[config.mk]
export PLATFORM = sky130hd
export DESIGN_NAME = tx_pingpong_ctrl
export DESIGN_NICKNAME = d
export VERILOG_FILES = /design/src/rtl/tx_pingpong_ctrl.sv
export SDC_FILE = /design/constraint.sdc
export NUM_CORES = 1
export LEC_CHECK = 0
export ABC_AREA = 1
export BUFFER_PORTS_ARGS = -buffer_cell sky130_fd_sc_hd__buf_2
export CAP_MARGIN = 0
export CORE_MARGIN = 8
export CORE_UTILIZATION = 50
export CTS_CLUSTER_DIAMETER = 40
export DETAILED_ROUTE_END_ITERATION = 8
export PLACE_DENSITY = 0.7
export SLEW_MARGIN = 10
export SYNTH_ARGS = -nofsm -noshare
export SYNTH_HDL_FRONTEND = slang
export SYNTH_SLANG_ARGS = --single-unit
[constraint.sdc]
create_clock -name clk -period 1.9 [get_ports clk]
set_clock_uncertainty 0.1 [all_clocks]
set_input_delay 0.19 -clock clk [delete_from_list [all_inputs] [get_ports clk]]
set_output_delay 0.19 -clock clk [all_outputs]
set_load 0.02 [all_outputs]
[src/rtl/tx_pingpong_ctrl.sv]
// Ping-pong ownership scheduler for the two TX buffer halves: the writer fills one half while the reader drains the other.
// State | meaning: IDLE = waiting for the half at rd_half to become full; BUSY = reader owns rd_half, timeout running.
module tx_pingpong_ctrl #(
    parameter int TIMEOUT_CYC = 4096,
    parameter int TO_NBIT     = 13
) (
    input  logic       clk,
    input  logic       rst_n,
    input  logic       wr_eop,
    output logic       wr_half,
    output logic       wr_ready,
    output logic       wr_ovf,
    output logic       rd_start,
    output logic       rd_half,
    input  logic       rd_done,
    output logic       rd_timeout,
    output logic [1:0] half_full,
    output logic       busy
);

    typedef enum logic {
        IDLE = 1'b0,
        BUSY = 1'b1
    } state_t;

    localparam logic [TO_NBIT-1:0] CNT_LAST = TO_NBIT'(TIMEOUT_CYC - 1);

    state_t             state, state_nxt;
    logic [1:0]         full, full_nxt;
    logic               wr_half_nxt, rd_half_nxt;
    logic [TO_NBIT-1:0] cnt, cnt_nxt;
    logic               wr_ovf_nxt, rd_start_nxt, rd_timeout_nxt;
    logic               wr_accept, rd_release;

    assign wr_ready  = ~full[wr_half];
    assign half_full = full;
    assign busy      = (state == BUSY);

    always_comb begin
        state_nxt      = state;
        full_nxt       = full;
        wr_half_nxt    = wr_half;
        rd_half_nxt    = rd_half;
        cnt_nxt        = cnt;
        rd_start_nxt   = 1'b0;
        rd_timeout_nxt = 1'b0;
        rd_release     = 1'b0;
        wr_accept      = wr_eop & wr_ready;
        wr_ovf_nxt     = wr_eop & ~wr_ready;

        case (state)
            IDLE: begin
                if (full[rd_half]) begin
                    state_nxt    = BUSY;
                    rd_start_nxt = 1'b1;
                    cnt_nxt      = '0;
                end
            end
            BUSY: begin
                // rd_done wins over a timeout landing on the same edge
                if (rd_done) begin
                    rd_release = 1'b1;
                    state_nxt  = IDLE;
                end else if (cnt == CNT_LAST) begin
                    rd_release     = 1'b1;
                    rd_timeout_nxt = 1'b1;
                    state_nxt      = IDLE;
                end else begin
                    cnt_nxt = cnt + 1'b1;
                end
            end
            default: state_nxt = IDLE;
        endcase

        // A write only targets an empty half and a release only a full one, so both can apply together
        if (rd_release) begin
            full_nxt[rd_half] = 1'b0;
            rd_half_nxt       = ~rd_half;
        end
        if (wr_accept) begin
            full_nxt[wr_half] = 1'b1;
            wr_half_nxt       = ~wr_half;
        end
    end

    always_ff @(posedge clk) begin
        if (!rst_n) begin
            state      <= IDLE;
            full       <= 2'b00;
            wr_half    <= 1'b0;
            rd_half    <= 1'b0;
            cnt        <= '0;
            wr_ovf     <= 1'b0;
            rd_start   <= 1'b0;
            rd_timeout <= 1'b0;
        end else begin
            state      <= state_nxt;
            full       <= full_nxt;
            wr_half    <= wr_half_nxt;
            rd_half    <= rd_half_nxt;
            cnt        <= cnt_nxt;
            wr_ovf     <= wr_ovf_nxt;
            rd_start   <= rd_start_nxt;
            rd_timeout <= rd_timeout_nxt;
        end
    end

endmodule

Word level (Yosys, flattened, before mapping)

Index checks and enable logic that the tools add are counted.

Mux-type cells: 21
Eq/ne operators: 4
Multiply operators: 0
Shift operators: 0
Reduce and logical (&&, ||, !) cells: 5
Order comparisons: 4
Add/subtract/negate cells: 1
Bitwise gates (word level): 10
Divide/modulo/power cells: 0

Operator list:

| kind                                                                         | number |
|---|---|
| 13-bit 2-to-1 mux                                                            | 3 |
| 13-bit one-hot mux with 2 select lines                                       | 1 |
| 13-bit by 1-bit adder with 13-bit output, second input constant              | 1 |
| 13-bit by 12-bit equality test with 1-bit output, second input constant      | 1 |
| 1-bit 2-to-1 mux                                                             | 12 |
| 2-bit inequality test, second input constant                                 | 3 |
| 1-bit NOT                                                                    | 5 |
| 1-bit by 2-bit less-than comparator with 1-bit output, second input constant | 2 |
| 2-bit 2-to-1 mux                                                             | 2 |
| 3-bit AND reduction                                                          | 1 |
| 3-bit OR reduction                                                           | 1 |
| 1-bit bitwise AND                                                            | 2 |
| 2-bit bitwise AND                                                            | 1 |
| 1-bit demux with 1-bit select                                                | 2 |
| 1-bit >= comparator, second input constant                                   | 2 |
| 1-bit logical AND                                                            | 2 |
| 2-bit NOT                                                                    | 1 |
| 2-bit OR                                                                     | 1 |
| 1-bit one-hot mux with 2 select lines                                        | 1 |
| 2-bit OR reduction                                                           | 1 |

Input bits: 4
Logic and storage cells: 53
Bits in latches: 0
Flip-flop bits (word level): 21
Output and inout port bits: 9
Bits in read-only memories: 0
RAM bits: 0
Memories kept: 0

Depth between registers and ports, before layout

Depth after elaboration: 9
Mapped depth: 11
Gate-level depth less buffers: 11

Least setup slack after synthesis

OpenSTA, ideal clock, no wires.

Kind: register -> register
Start point: register cnt[0]
End point: register cnt[2]
Setup time: 117 ps
Path buffers: 1
Cell stages (with the launch flop): 12
Data required time: 1,683 ps
Arrival: 1,464 ps
Path slack: 219 ps
Clock period less this slack: 1,681 ps
Path through: dfxtp_1 -> ha_1 -> nand2_1 -> nor2_4 -> nand2_2 -> inv_2 -> nand2_2 -> nand2_4 -> nand2_4 -> buf_6 -> a21oi_1 -> nor2_1

Cells in the longest elaborated chain, start to end: 4
Elaborated cells on any way between the ends: 7
Those cells by class: 1 x add/sub; 2 x eq/ne; 3 x mux; 1 x reduce/logical

RTL lines:

| item                                     | RTL line | source |
|---|---|---|
| start, declared                          | 31       | `logic [TO_NBIT-1:0] cnt, cnt_nxt;` |
| start signal, assigned                   | 101      | `cnt <= cnt_nxt;` |
| 13-bit by 1-bit adder with 13-bit output | 69       | `cnt_nxt = cnt + 1'b1;` |
| 13-bit 2-to-1 mux                        | 64       | `end else if (cnt == CNT_LAST) begin` |
| 13-bit 2-to-1 mux                        | 61       | `if (rd_done) begin` |
| 13-bit one-hot mux with 2 select lines   | 51       | `case (state)` |

Parallel ways exist; a longest one is shown, timed or not. The select of a mux whose other input is x is not followed.
A chain may end at the register's enable or synchronous reset.

Final worst setup path

Start point: register cnt[1]
End point: register cnt[4]

The elaborated chain is that of the path after synthesis.

==> summary.md <==
| Metric | Value |
|---|---|
| Status | finished clean |
| CP Cell Sequence | ha_4 -> nand2_1 -> nor2_4 -> nand2_2 -> inv_2 -> nand2_2 -> nand2_8 -> nand2_4 -> a21oi_1 -> nor2_1 |
| Area delta synth->final | 12.9% |
| Sequential-to-total area share from yosys stat | a little under two fifths |
| Total wire length | 2.53 mm |
| Leakage power | ~0.45 nW |
| Critical Path Fanout Max | 14 |
| Max Cap Viol | 0 |
| Fraction of layout cells with a size suffix above 1 | between 10% and 20% |
| DR pass1 iterations | 7 |
| Yosys warnings | 0 |
| Final Hold Vio Count | 0 |
| Global route total overflow | 0 |
| DRC Markers | 0 |
| Data required time at the worst endpoint | approximately 2000 ps |
| Multi-input logic area | around 620 um2 |
| GRT Overall Usage | 12.8% |
| Synthesized area per cell | around 6.7 um2 |
| Std-Cell Rows | 17 |
| Worst Setup End Kind | register |
| First-pass GRT wire length | roughly 4.3 mm |
| Slew Limit Fails | 0 |
| Total die area | between 3000 and 4000 um2 |
| DR iter-0 viols | 70 |
| Dpl ws | approximately 110 ps |
| Inst Count DP | between 200 and 250 |
| Most used cell, CP | nand2_2 |
| Setup TNS | 0 ps |
| Die width | 63.0 um |
| Top cells by count, synth | nand2_1, nor2_1, dfxtp_1, nand3_1, a21oi_1 |
| Area contributors post-synth | dfxtp_1, nand2_1, nand3_1, nor2_1, a21oi_1 |
| PD cells | approximately 650 nW/um2 |
| # H-tree levels | 1 |
| Clock slew at reported path FFs | about 120 ps |
| Hold crit path type | input port to register |
| Post-route ant nets | 0 |
| DIE HEIGHT | between 60 and 70 um |
| Number of global-route vias before repair | between 1k and 1.5k |
| Post-route worst setup slack | approximately 190 ps |
| I/O Buffers | 12 |
| Seq cells post-synth | 21 |
| CP max stage cell | dfxtp_2 |
| WL/cell | between 10 and 15 um |
| Post-Layout Inst Area | 1250 um2 |
| Top-count cell post-synth | nand2_1 |
| Later-pin clock latency in the skew report | 290 ps |
| Final setup violation count | 0 |
| Kind of critical path | register to register |
| Top_reg_cell synth | dfxtp_1 |
| IO Pins | 13 |
| Sink Count | 21 |
| WP data arrival | about 1800 ps |
| Inserted Clock Buffers | 3 |
| Initial core utilization | approximately 51% |
| Via density | roughly 5.4 |
| CTS tree | built |
| Max stage delay on crit path | between 300 and 400 ps |
| Initial antenna violation count | 0 |
| Yosys cell types | 22 |
| Maximum VDD drop | ~0.44 mV |
| Register area | about 420 um2 |
| Layout Cells excl Fill | 209 |
| Fmax | between 0.5 and 0.6 GHz |
| Fillers | 223 |
| Nets | around 190 |
| Post-CTS setup buffers | 0 |
| Worst slew margin | a little under 70% |
| Largest net degree at the start of global routing | 16 |
| Syn nets | 171 |
| Yosys top cell area share | 38.1% |
| Post-layout min period | between 1500 and 2000 ps |
| Number of synthesized flops with an enable pin | 0 |
| DR vias | approximately 1.1k |
| Mapped Cells | about 170 |
| Area leader, netlist | dfxtp_1 |
| CORE AREA | around 2100 um2 |
| Clock Path Buffers | 2 |
| Post-synth ARST share | 0% |
| RD Place Congestion | 0.886 |
| Crit start category | register |
| Tcrit/Tclk final | ~90% |
| Area post-placement | roughly 1200 um2 |
| Netlist Area Pre-Place | 1100 um2 |
| Detail Placement HPWL | between 1.5 and 2 mm |
| CTS Root Cell | clkbuf_4 |
| RSZ-0062 raised after global routing | no |
| Diode count | 0 |
| Worst Tran Pin Value | approximately 460 ps |
[power breakdown]
| part | switching, mW | total (mW) | internal [mW] | leakage [nW] |
|---|---|---|---|---|
| Combinational | 0.0940 | 0.135 | 0.0408 | 0.261 |
| Sequential | 0.0143 | 0.468 | 0.454 | 0.171 |
| Clock | 0.129 | 0.210 | 0.0815 | 0.0150 |
[through the flow]
stage | hold WS (ps) | power, mW | util, %
floorplan | 169 | 0.573 | -
global placement | 298 | 0.605 | 55.1
detailed placement | 308 | 0.607 | 55.1
CTS | 39.3 | 0.814 | 56.8
global route | 47.1 | 0.852 | 58.1
finish | 40.4 | 0.814 | 58.1
[cell families after synthesis]
family                   after synthesis  synth area share, %
AND/OR/NAND/NOR                      101                 40.7
AO/OA/AOI/OAI                         22                 10.6
buffers and inverters                 19                 7.93
flip-flops                            21                 38.1
XOR/XNOR                               2                 1.59
adder cells (fa/ha/maj)                1                 1.13
[layout by cell type, fill, tap and decap left out, types with 3 or more instances in the layout]
| cell type | n |
|---|---|
| a21oi_2 | 3 |
| inv_1 | 13 |
| buf_2 | 12 |
| a21oi_1 | 15 |
| nand4_1 | 4 |
| nand3_1 | 20 |
| dfxtp_1 | 19 |
| nand2_1 | 44 |
| nor2_1 | 24 |
| clkbuf_4 | 3 |
| o21ai_0 | 4 |
[per-layer routing]
layer	share of wire (%)	global-route usage [%]	wire, um
met1	44	14.4	1120
met2	49	23.3	1240
met3	6.3	2.15	160
met4	0.87	4.56	22
met5	0	0	0
[registers in the layout (all words and copies together), names as in the netlist]
| register | count |
|---|---|
| busy | 1 |
| rd_start | 1 |
| cnt | 13 |
| wr_half | 1 |
| half_full | 2 |
| rd_half | 1 |
| rd_timeout | 1 |
| wr_ovf | 1 |
[final cells by class]
type,count,share of cell area (%)
Clock buffer,4,2.11
Tap cell,28,2.81
Multi-Input combinational cell,126,49.8
Sequential cell,21,33.9
Inverter,15,4.51
Timing Repair Buffer,15,6.82
[repair_timing]
item / 4_1_cts / 5_1_grt
endpoints found under the setup margin: 0 / 11
endpoints found under the hold margin: 1 / 0
hold buffers: 1 / 0
gates resized for setup: 0 / 6
[worst paths after layout]
path	startpoint	end	slack (ps)	cells past startpoint
worst max register to register	cnt[1]$_SDFFE_PN0P_	cnt[4]$_SDFFE_PN0P_	190	10
worst min-delay path	wr_eop	wr_ovf$_SDFF_PN0_	40	3
worst min register to register	half_full[1]$_SDFF_PN0_	half_full[1]$_SDFF_PN0_	390	2
worst max-delay path	cnt[1]$_SDFFE_PN0P_	cnt[4]$_SDFFE_PN0P_	190	10
[critical path: cells and delay by family (launching register included)]
kind,cells,cell delay (ps)
flip-flops,1,380
adder cells (fa/ha/maj),1,160
buffers and inverters,1,60
AO/OA/AOI/OAI,1,150
AND/OR/NAND/NOR,7,780
Power figures use the tool's default switching activity.
